--- src/rtl/router_out_port.sv ---
// Per-port transmit stage: output register plus circular FIFO, val/ret link handshake.
// Optional stall counter is enabled by defining ROUTER_OUT_STALL_CNT_EN.
module router_out_port #(
   parameter int DATA_WIDTH = 8,
   parameter int ADDR_W     = 2
) (
   input  logic                  clk,
   input  logic                  rst,
   input  logic [DATA_WIDTH-1:0] Data_in,
   input  logic                  wr_en,
   output logic                  full,
   output logic [DATA_WIDTH-1:0] Data_out,
   output logic                  val,
   input  logic                  ret
`ifdef ROUTER_OUT_STALL_CNT_EN
   ,
   output logic [15:0]           stall_cnt
`endif
);

   localparam int DEPTH = 2 ** ADDR_W;
   localparam logic [ADDR_W:0]   CNT_ONE  = (ADDR_W + 1)'(1);
   localparam logic [ADDR_W:0]   CNT_FULL = (ADDR_W + 1)'(DEPTH);
   localparam logic [ADDR_W-1:0] PTR_ONE  = ADDR_W'(1);

   typedef enum logic [1:0] {IDLE, SEND, HOLD} state_t;

   state_t state, state_nxt;

   logic [DATA_WIDTH-1:0] mem [DEPTH];
   logic [ADDR_W-1:0]     wr_ptr, rd_ptr;
   logic [ADDR_W:0]       count, count_nxt;

   logic xfer, out_free, fifo_empty, wr_acc;
   logic load_fifo, load_in, load, push, pop;

   function automatic logic [15:0] sat_inc16(input logic [15:0] v);
      return (v == 16'hFFFF) ? v : v + 16'd1;
   endfunction

   always_comb begin
      xfer       = val && !ret;
      out_free   = !val || xfer;
      fifo_empty = (count == '0);
      // full is registered, so a same-cycle pop never frees space for a write
      wr_acc     = wr_en && !full;
      load_fifo  = out_free && !fifo_empty;
      load_in    = out_free && fifo_empty && wr_acc;
      load       = load_fifo || load_in;
      push       = wr_acc && !load_in;
      pop        = load_fifo;
   end

   always_comb begin
      count_nxt = count;
      if (push && !pop)
         count_nxt = count + CNT_ONE;
      else if (pop && !push)
         count_nxt = count - CNT_ONE;
   end

   always_comb begin
      state_nxt = state;
      case (state)
         IDLE:       if (load) state_nxt = SEND;
         SEND, HOLD: begin
            if (ret)
               state_nxt = HOLD;
            else if (load)
               state_nxt = SEND;
            else
               state_nxt = IDLE;
         end
         default:    state_nxt = IDLE;
      endcase
   end

   assign val = (state != IDLE);

   always_ff @(posedge clk) begin
      if (rst) begin
         state  <= IDLE;
         count  <= '0;
         wr_ptr <= '0;
         rd_ptr <= '0;
         full   <= 1'b0;
      end else begin
         state  <= state_nxt;
         count  <= count_nxt;
         full   <= (count_nxt == CNT_FULL);
         if (push) wr_ptr <= wr_ptr + PTR_ONE;
         if (pop)  rd_ptr <= rd_ptr + PTR_ONE;
      end
   end

   always_ff @(posedge clk) begin
      if (push) mem[wr_ptr] <= Data_in;
   end

   // Output register: reset to zero; holds its last value when nothing loads
   always_ff @(posedge clk) begin
      if (rst)
         Data_out <= '0;
      else if (load_fifo)
         Data_out <= mem[rd_ptr];
      else if (load_in)
         Data_out <= Data_in;
   end

`ifdef ROUTER_OUT_STALL_CNT_EN
   always_ff @(posedge clk) begin
      if (rst)
         stall_cnt <= '0;
      else if (val && ret)
         stall_cnt <= sat_inc16(stall_cnt);
   end
`endif

endmodule

--- config.mk ---
export PLATFORM = sky130hd
export DESIGN_NAME = router_out_port
export DESIGN_NICKNAME = d
export VERILOG_FILES = /design/src/rtl/router_out_port.sv
export SDC_FILE = /design/constraint.sdc
export NUM_CORES = 1
export LEC_CHECK = 0
export CAP_MARGIN = 10
export CORE_UTILIZATION = 41
export DETAILED_ROUTE_END_ITERATION = 10
export SYNTH_ARGS = -nofsm -noshare
export SYNTH_HDL_FRONTEND = slang
export SYNTH_SLANG_ARGS = --single-unit
--- constraint.sdc ---
create_clock -name clk -period 3.16 [get_ports clk]
set_input_delay 0.316 -clock clk [delete_from_list [all_inputs] [get_ports clk]]
set_output_delay 0.316 -clock clk [all_outputs]
set_load 0.03 [all_outputs]
==> run_results.csv, run 1 <==
group,metric,value,unit
clock_network,clock_latency,0.31,ns
yosys,post_synth_mux_area_share,0.0859,
route,postRouteAntennaNets,0,
route,top_layer_used,"met4",
yosys,postSynthAreaPerCell,13.4,um2
placed_design,port_buffers,21,
timing,min_period_over_period,0.793,
power,pwr_density_cell,944,mW/mm2
yosys,synth_fa_ha_area_frac,0.0508,
cells_and_area,finish.instance_area,0.00258,mm2
worst_setup_path,startpoint_type,"flip-flop",
yosys,synth_warnings,0,
route,drt_iter0_drc,79,
route,dr.pass1.iters,4,
die,die_area,0.00570,mm2
global_routing,grt_overflow,0,
min_path,hold_path_class,"reg2reg",
yosys,synth_compound_area_frac,0.0768,
cells_and_area,drive_gt1_frac,0.112,
run_status,status,"complete, no violations",
route,m1WireLength,2.26,mm
worst_setup_path,worst-setup-path-type,"reg2reg",
clock_network,post-cts-setup-buffer-count,0,
global_routing,grt_pass1_wl,6.76,mm
placed_design,post_dp_cell_area,0.00248,mm2
route,wl_per_cell,16.7,um
yosys,synth_edf_count,32,
clock_network,cts_resized,0,
yosys,synth_xor_area_frac,0.0119,
timing,final-setup-viol-count,0,
worst_setup_path,end_kind,"flip-flop",
cells_and_area,syn2layout_area_growth,16.5,%
clock_network,cts.path.max_buffers,2,
timing,hold_ws,0.501,ns
route,met2_length,1.82,mm
timing,rsz0062_at_grt,"false",
placed_design,place_ws,0.580,ns
clock_network,clk_pin_slew,0.11,ns
yosys,synth_top_family_by_area,"simple AND/OR/NAND/NOR gates",
global_routing,antenna_found_initial,0,
cells_and_area,diodes,0,
placed_design,gp_congestion,0.739,
yosys,synth-seq-area-share,0.615,
power,power.total,2.44,mW
die,core,0.00514,mm2
worst_setup_path,arrival,2.48,ns
route,drc,0,
job,drv_cap,0,
route,vias,1346,
yosys,synthCells,165,
worst_setup_path,cp_max_fo,13,
yosys,syn_area,0.00221,mm2
global_routing,grt_pass1_vias,1331,
global_routing,grt_max_degree,20,
timing,fin_tns_setup,0,ns
clock_network,cts_hold_buffers,0,
worst_setup_path,cp_data_required_time,3.14,ns
clock_network,cts_buffers,5,
die,num_rows,26,
yosys,synth_nets,186,
yosys,ys_ff_latch,52,
timing,layout_min_cycle_time,2.51,ns
global_routing,grt_use_total,0.167,
cells_and_area,final_nets,207,
timing,tightestPinTransition,0.800,ns
timing,drv_slew,0,
route,wl_met3,148,um
timing,skew,0.00632,ns
die,initial_core_util,0.431,
timing,layout_setup_ws,0.654,ns
clock_network,h-tree-depth,2,
power,p_leak,0.877,nW
yosys,async_flop_share,0,
die,die_x,75.5,um
timing,report.final.hold_viol_count,0,
cells_and_area,nFillCells,470,
timing,fmax,399,MHz
yosys,yosys.area_share.simple,0.134,
clock_network,root_buffer,"clkbuf_8",
yosys,synth_top_flop_cell,"edfxtp_1",
power,ir_drop,0.000374,V
timing,slew_headroom,0.465,
placed_design,hpwl,3.12,mm
clock_network,tritoncts,"yes",
die,io_pins,22,
clock_network,cts_sinks,52,
route,wirelength,4.28,mm
yosys,synth_cell_type_count,36,
route,via_per_inst,5.24,
die,die_height,75.5,um
cells in the mapped netlist, types with 2 or more instances:
cell type | number | area share
dfxtp_1 | 20 | 0.18
nand2_1 | 10 | 0.017
ha_1 | 9 | 0.051
nor2_1 | 16 | 0.027
nand2b_1 | 3 | 0.0085
inv_1 | 7 | 0.012
buf_2 | 3 | 0.0068
clkbuf_1 | 4 | 0.0068
o21ai_0 | 2 | 0.0045
nor3_1 | 3 | 0.0068
nand3_1 | 9 | 0.020
edfxtp_1 | 32 | 0.43
mux4_2 | 8 | 0.081
xor2_1 | 2 | 0.0079
and2b_1 | 2 | 0.0068
a31oi_1 | 3 | 0.0085
a311oi_1 | 8 | 0.032
a21oi_1 | 3 | 0.0068
and2_1 | 4 | 0.011
final timing paths:
path | start | end | slack [ns] | cells after the start
worst max-delay path | state[0] | mem[0][7] | 0.65 | 5
worst min-delay path | Data_out[3] | Data_out[3] | 0.50 | 2
worst max register to register | state[0] | mem[0][7] | 0.65 | 5
worst min register to register | Data_out[3] | Data_out[3] | 0.50 | 2
state kept, by name, indices dropped and copies added, names as in the netlist, named ones only:
| name | flops |
|---|---|
| mem | 32 |
| Data_out | 8 |
| count | 3 |
| rd_ptr | 2 |
| state | 2 |
| wr_ptr | 2 |
| full | 1 |
report_power, final:
part | internal (mW) | total, mW | switching [mW]
logic | 0.415 | 1.04 | 0.626
registers | 0.881 | 0.986 | 0.105
clock network | 0.168 | 0.410 | 0.242
logic make-up (layout without fill, tap and decap cells):
logic type,after synthesis,in the layout
flops,52,52
compound gates,22,22
xor+xnor,3,3
fa+ha+maj,9,9
simple gates,56,56
buf+inv,14,36
mux,9,9
worst max-delay path, cell delays in order, from the launching register on:
cell and delay [ns]:
dfxtp_1 0.37, inv_1 0.05, ha_1 0.28, nand2b_1 0.43
a21oi_1 0.57, and2_1 0.46
final cells by class:
class | instances | area (um2) | area share
clock inverter | 3 | 28.8 | 0.0112
clock buffer | 5 | 68.8 | 0.0267
multi-input combinational | 99 | 797 | 0.309
tap | 70 | 87.6 | 0.0339
sequential | 52 | 1360 | 0.528
timing repair buffer | 21 | 210 | 0.0815
inverter | 7 | 26.3 | 0.0102
metrics by stage:
| stage | instances | utilization |
|---|---|---|
| after global placement | 249 | 0.483 |
| after floorplan | 165 | - |
| after global routing | 257 | 0.502 |
| after detailed placement | 249 | 0.483 |
| final | 257 | 0.502 |
| after CTS | 257 | 0.502 |
layer usage:
metal | vias to the layer above | GRT usage
met1 | 656 | 0.251
met4 | 0 | 0.0700
met3 | 5 | 0.0317
li1 | 661 | -
met2 | 24 | 0.237
met5 | - | 0
placed cells by master, fill, tap and decap left out, types with 2 or more instances in the layout:
master           synthesis  final
edfxtp_1                32     32
clkdlybuf4s50_1          0     21
dfxtp_1                 20     20
nor2_1                  16     16
nand2_1                 10     10
nand3_1                  9      9
ha_1                     9      9
mux4_2                   8      8
a311oi_1                 8      8
inv_1                    7      7
clkbuf_8                 0      5
and2_1                   4      4
nand2b_1                 3      3
a21oi_1                  3      3
a31oi_1                  3      3
nor3_1                   3      3
and2b_1                  2      2
xor2_1                   2      2
o21ai_0                  2      2
inv_6                    0      2
No activity file was read; power rests on OpenSTA's default activity.
==> inputs of run 2 (changes only) <==
==> constraint.sdc (replaced) <==
create_clock -name clk -period 2.5 [get_ports clk]
set_input_delay 0.25 -clock clk [delete_from_list [all_inputs] [get_ports clk]]
set_output_delay 0.25 -clock clk [all_outputs]
set_load 0.03 [all_outputs]
==> run 2 against run 1 <==
Against the previous run: fmax up 22%; final area rose by 0.87%; highest routed layer unchanged; first-iteration DRC count is 24% higher; largest cell class unchanged.
==> run_results.csv, run 2 (same netlist as run 1, synthesis figures left out) <==
group,metric,value,unit
run_status,status,"complete, no violations",
worst_setup_path,startpoint_type,"flip-flop",
timing,tightestPinTransition,0.728,ns
clock_network,clock_latency,0.31,ns
route,drt_iter0_drc,98,
cells_and_area,diodes,0,
worst_setup_path,cp_data_required_time,2.48,ns
cells_and_area,final_core_util,0.506,
worst_setup_path,worst-setup-path-type,"reg2reg",
worst_setup_path,cp_max_fo,8,
clock_network,cts_resized,0,
cells_and_area,mostFrequentLayoutCells,"edfxtp_1 (32), clkdlybuf4s50_1 (21), dfxtp_1 (20), nor2_1 (16), nand2_1 (10)",
cells_and_area,syn2layout_area_growth,17.5,%
route,postRouteAntennaNets,0,
cells_and_area,seq_area,0.00136,mm2
timing,layout_min_cycle_time,2.06,ns
clock_network,cts_sinks,52,
cells_and_area,multi_input_area,797,um2
min_path,hold_path_class,"reg2reg",
cells_and_area,largest_register_ffs,32,
clock_network,h-tree-depth,2,
global_routing,grt_pass1_vias,1356,
timing,fmax,486,MHz
power,ir_drop,0.000408,V
clock_network,cts.path.max_buffers,2,
global_routing,antenna_found_initial,0,
die,die_area,0.00570,mm2
placed_design,port_buffers,21,
global_routing,grt_overflow,0,
job,drv_cap,0,
clock_network,cts_buffers,5,
timing,slew_headroom,0.513,
die,num_rows,26,
cells_and_area,drive_gt1_frac,0.126,
placed_design,hpwl,2.98,mm
clock_network,cts_hold_buffers,0,
cells_and_area,final_nets,210,
die,initial_core_util,0.431,
placed_design,gp_congestion,0.769,
clock_network,root_buffer,"clkbuf_8",
die,io_pins,22,
cells_and_area,reg.largest.list,"mem x32, Data_out x8, count x3",
global_routing,grt_pass1_wl,6.71,mm
worst_setup_path,r2r_slack,0.44,ns
clock_network,tritoncts,"yes",
cells_and_area,final_common_cell,"edfxtp_1",
die,die_height,75.5,um
worst_setup_path,arrival,2.04,ns
timing,min_period_over_period,0.823,
cells_and_area,top_register,"mem",
power,pwr_density_cell,1190,mW/mm2
route,wirelength,4.09,mm
timing,fin_tns_setup,0,ns
die,die_x,75.5,um
clock_network,clk_pin_slew,0.10,ns
clock_network,post-cts-setup-buffer-count,0,
global_routing,grt_max_degree,20,
power,p_leak,0.892,nW
route,via_per_inst,5.31,
timing,hold_ws,0.504,ns
route,vias,1380,
timing,rsz0062_at_grt,"false",
route,drc,0,
timing,drv_slew,0,
die,core,0.00514,mm2
timing,final-setup-viol-count,0,
cells_and_area,nFillCells,464,
route,wl_per_cell,15.7,um
global_routing,grt_use_total,0.165,
worst_setup_path,end_kind,"flip-flop",
timing,report.final.hold_viol_count,0,
timing,skew,0.00311,ns
route,dr.pass1.iters,4,
cells_and_area,fin_cells,260,
placed_design,placed_cells,252,
run 2: cell types whose count changed in the layout (fill, tap and decap cells not counted), sizes merged:
cell | previous run | this run
buf | 0 | 3
run 2: critical path, cell delays in order (launching register included):
cell and delay [ns]:
dfxtp_1 0.42, inv_1 0.10, ha_1 0.22, and2b_1 0.21
a21oi_1 0.22, buf_4 0.18, and2_1 0.38
run 2: area by class of cell:
class | instances | area share
Clock buffer | 5 | 0.0264
Clock inverter | 3 | 0.0111
Inverter | 7 | 0.0101
Multi-Input combinational cell | 99 | 0.306
Sequential cell | 52 | 0.523
Tap cell | 70 | 0.0337
Timing Repair Buffer | 24 | 0.0894
run 2: metal layers:
layer | global-route usage | part of all wire | vias to the layer above | wire, um
met4 | 0.0638 | 0.018 | 0 | 73
met3 | 0.0489 | 0.054 | 7 | 219
met5 | 0 | 0 | - | 0
met2 | 0.248 | 0.46 | 32 | 1860
met1 | 0.226 | 0.47 | 674 | 1940
li1 | - | - | 667 | -
run 2: where the power goes:
part           leakage [nW]  internal (mW)  total, mW  switching [mW]
Sequential            0.455           1.11       1.24           0.129
Combinational         0.386          0.558       1.34           0.778
Clock                0.0511          0.212      0.515           0.304
run 2: path summary, 6_finish.rpt:
kind / start / end / cells past startpoint
worst max-delay path: count[0] / mem[0][6] / 6
worst min-delay path: Data_out[1] / Data_out[1] / 2
worst max register to register: count[0] / mem[0][6] / 6
worst min register to register: Data_out[1] / Data_out[1] / 2
run 2: stage by stage:
| step | total power, mW | instance area [um2] | worst slack [ns] |
|---|---|---|---|
| after global placement | 2.57 | 2500 | 0.477 |
| after CTS | 3.12 | 2600 | 0.413 |
| after detailed placement | 2.60 | 2500 | 0.422 |
| after floorplan | 2.21 | 2210 | 0.650 |
| final | 3.09 | 2600 | 0.441 |
| after global routing | 3.31 | 2600 | 0.241 |
==> inputs of run 3 (changes only) <==
==> constraint.sdc (replaced) <==
create_clock -name clk -period 1.85 [get_ports clk]
set_input_delay 0.185 -clock clk [delete_from_list [all_inputs] [get_ports clk]]
set_output_delay 0.185 -clock clk [all_outputs]
set_load 0.03 [all_outputs]
==> run 3 against run 2 <==
Against the previous run: setup slack worse by 0.37 ns; clock-buffer cell count up 1; final area up 6.3%; global-route usage up 0.12 points; clock power up 23%; die area unchanged; sequential share of layout area down 3.1 points; clock skew up 0.0057 ns; register-to-register slack worse by 0.37 ns; power up 44%; core utilization up 3.2 points; routed wire length up 6.5%; critical path type unchanged; largest cell class unchanged; largest power group unchanged.
==> run_results.csv, run 3 (same netlist as run 1, synthesis figures left out) <==
group,metric,value,unit
min_path,min_from,"Data_out[6]",
cells_and_area,reg.largest.list,"mem x32, Data_out x8, count x3",
global_routing,grt_max_degree,17,
timing,report.final.hold_viol_count,0,
global_routing,grt_use_total,0.166,
die,core,0.00514,mm2
global_routing,grt_pass1_vias,1392,
placed_design,gp_congestion,0.870,
clock_network,cts_sinks,52,
die,die_area,0.00570,mm2
clock_network,clk_pin_slew,0.09,ns
cells_and_area,drive_gt1_frac,0.215,
job,drv_cap,0,
placed_design,hpwl,3.20,mm
min_path,worstHoldPathCells,2,
worst_setup_path,rr_worst_depth,8,
worst_setup_path,end_kind,"flip-flop",
timing,fmax,561,MHz
clock_network,h-tree-depth,2,
global_routing,antenna_found_initial,0,
min_path,hold_path_class,"reg2reg",
worst_setup_path,arrival,1.98,ns
die,die_x,75.5,um
clock_network,cts.path.max_buffers,2,
timing,final-setup-viol-count,0,
route,postRouteAntennaNets,0,
worst_setup_path,startpoint_type,"flip-flop",
route,wl_per_cell,15.6,um
clock_network,clock_latency,0.30,ns
timing,tightestPinTransition,0.449,ns
clock_network,cts_buffers,5,
clock_network,tritoncts,"yes",
cells_and_area,diodes,0,
worst_setup_path,cp_data_required_time,2.05,ns
die,io_pins,22,
timing,slew_headroom,0.700,
placed_design,port_buffers,21,
route,drc,0,
route,wirelength,4.36,mm
cells_and_area,syn2layout_area_growth,25.0,%
timing,fin_tns_setup,0,ns
die,die_height,75.5,um
route,vias,1412,
worst_setup_path,cp_max_fo,4,
power,ir_drop,0.000635,V
cells_and_area,mostFrequentLayoutCells,"edfxtp_1 (32), buf_4 (21), dfxtp_1 (20), clkdlybuf4s50_1 (20), nor2_1 (16)",
cells_and_area,final_nets,229,
worst_setup_path,worstReg2RegStart,"count[0]",
route,dr.pass1.iters,4,
cells_and_area,largest_register_ffs,32,
worst_setup_path,worst-setup-path-type,"reg2reg",
timing,min_period_over_period,0.964,
global_routing,grt_pass1_wl,6.64,mm
clock_network,post-cts-setup-buffer-count,0,
cells_and_area,final_core_util,0.538,
cells_and_area,top_register,"mem",
min_path,min_to,"Data_out[6]",
run_status,status,"complete, no violations",
timing,drv_slew,0,
die,num_rows,26,
route,via_per_inst,5.06,
global_routing,grt_overflow,0,
worst_setup_path,r2r_slack,0.07,ns
power,p_leak,0.988,nW
cells_and_area,final_common_cell,"edfxtp_1",
clock_network,root_buffer,"clkbuf_8",
timing,skew,0.00879,ns
power,pwr_density_cell,1610,mW/mm2
timing,layout_min_cycle_time,1.78,ns
route,drt_iter0_drc,77,
die,initial_core_util,0.431,
worst_setup_path,r2r-end,"full",
==> run 3: final cells by class <==
class	count	area [um2]
clock buffers	6	72.6
clock inverters	2	16.3
fillers	477	2370
inverters	7	26.3
multi-input cells	99	817
flip-flops and latches	52	1360
well taps	70	87.6
repair buffers	43	387
==> run 3: through the flow <==
stage	std cells	instance area [um2]	setup WS, ns	hold slack [ns]	power, mW
floorplan	165	2220	0.0000565	0.284	2.99
global placement	271	2660	0.0579	0.489	3.78
detailed placement	271	2660	-0.0187	0.495	3.85
CTS	279	2750	0.0107	0.509	4.47
global route	279	2770	-0.00459	0.534	4.78
finish	279	2770	0.0665	0.502	4.46
==> run 3: power breakdown <==
group	total (mW)	switching, mW	internal (mW)	leakage, nW
Combinational	2.20	1.19	1.01	0.492
Clock	0.634	0.364	0.270	0.0414
Sequential	1.63	0.126	1.50	0.455
==> run 3: how the worst max path moves through the flow <==
stage / start / end / slack (ns) / cells past startpoint
after floorplan: count[0] / mem[1][0] / 0.00006 / 5
after global placement: ret / mem[0][1] / 0.06 / 5
after detailed placement: wr_en / full / -0.02 / 5
after CTS: state[1] / full / 0.01 / 6
after global routing: count[0] / full / -0.005 / 8
final: count[0] / full / 0.07 / 8
==> run 3: worst max-delay path, stage by stage (launching register included) <==
cell and delay (ns):
dfxtp_1 0.35, inv_1 0.08, ha_1 0.21, and2b_1 0.17, buf_4 0.15, nor3_2 0.13
buf_4 0.16, a31oi_1 0.09, a2111oi_2 0.34
==> run 3: routing by layer <==
layer	up-vias	wire length, um	global-route usage
met5	-	0	0
met4	0	55	0.0576
met3	6	157	0.0437
met2	24	2170	0.277
met1	678	1970	0.210
li1	704	-	-
==> run 3: timing repair <==
item,4_1_cts,5_1_grt
hold buffers,0,0
endpoints found under the setup margin,1,30
resized for setup,1,4
pin swaps,0,0
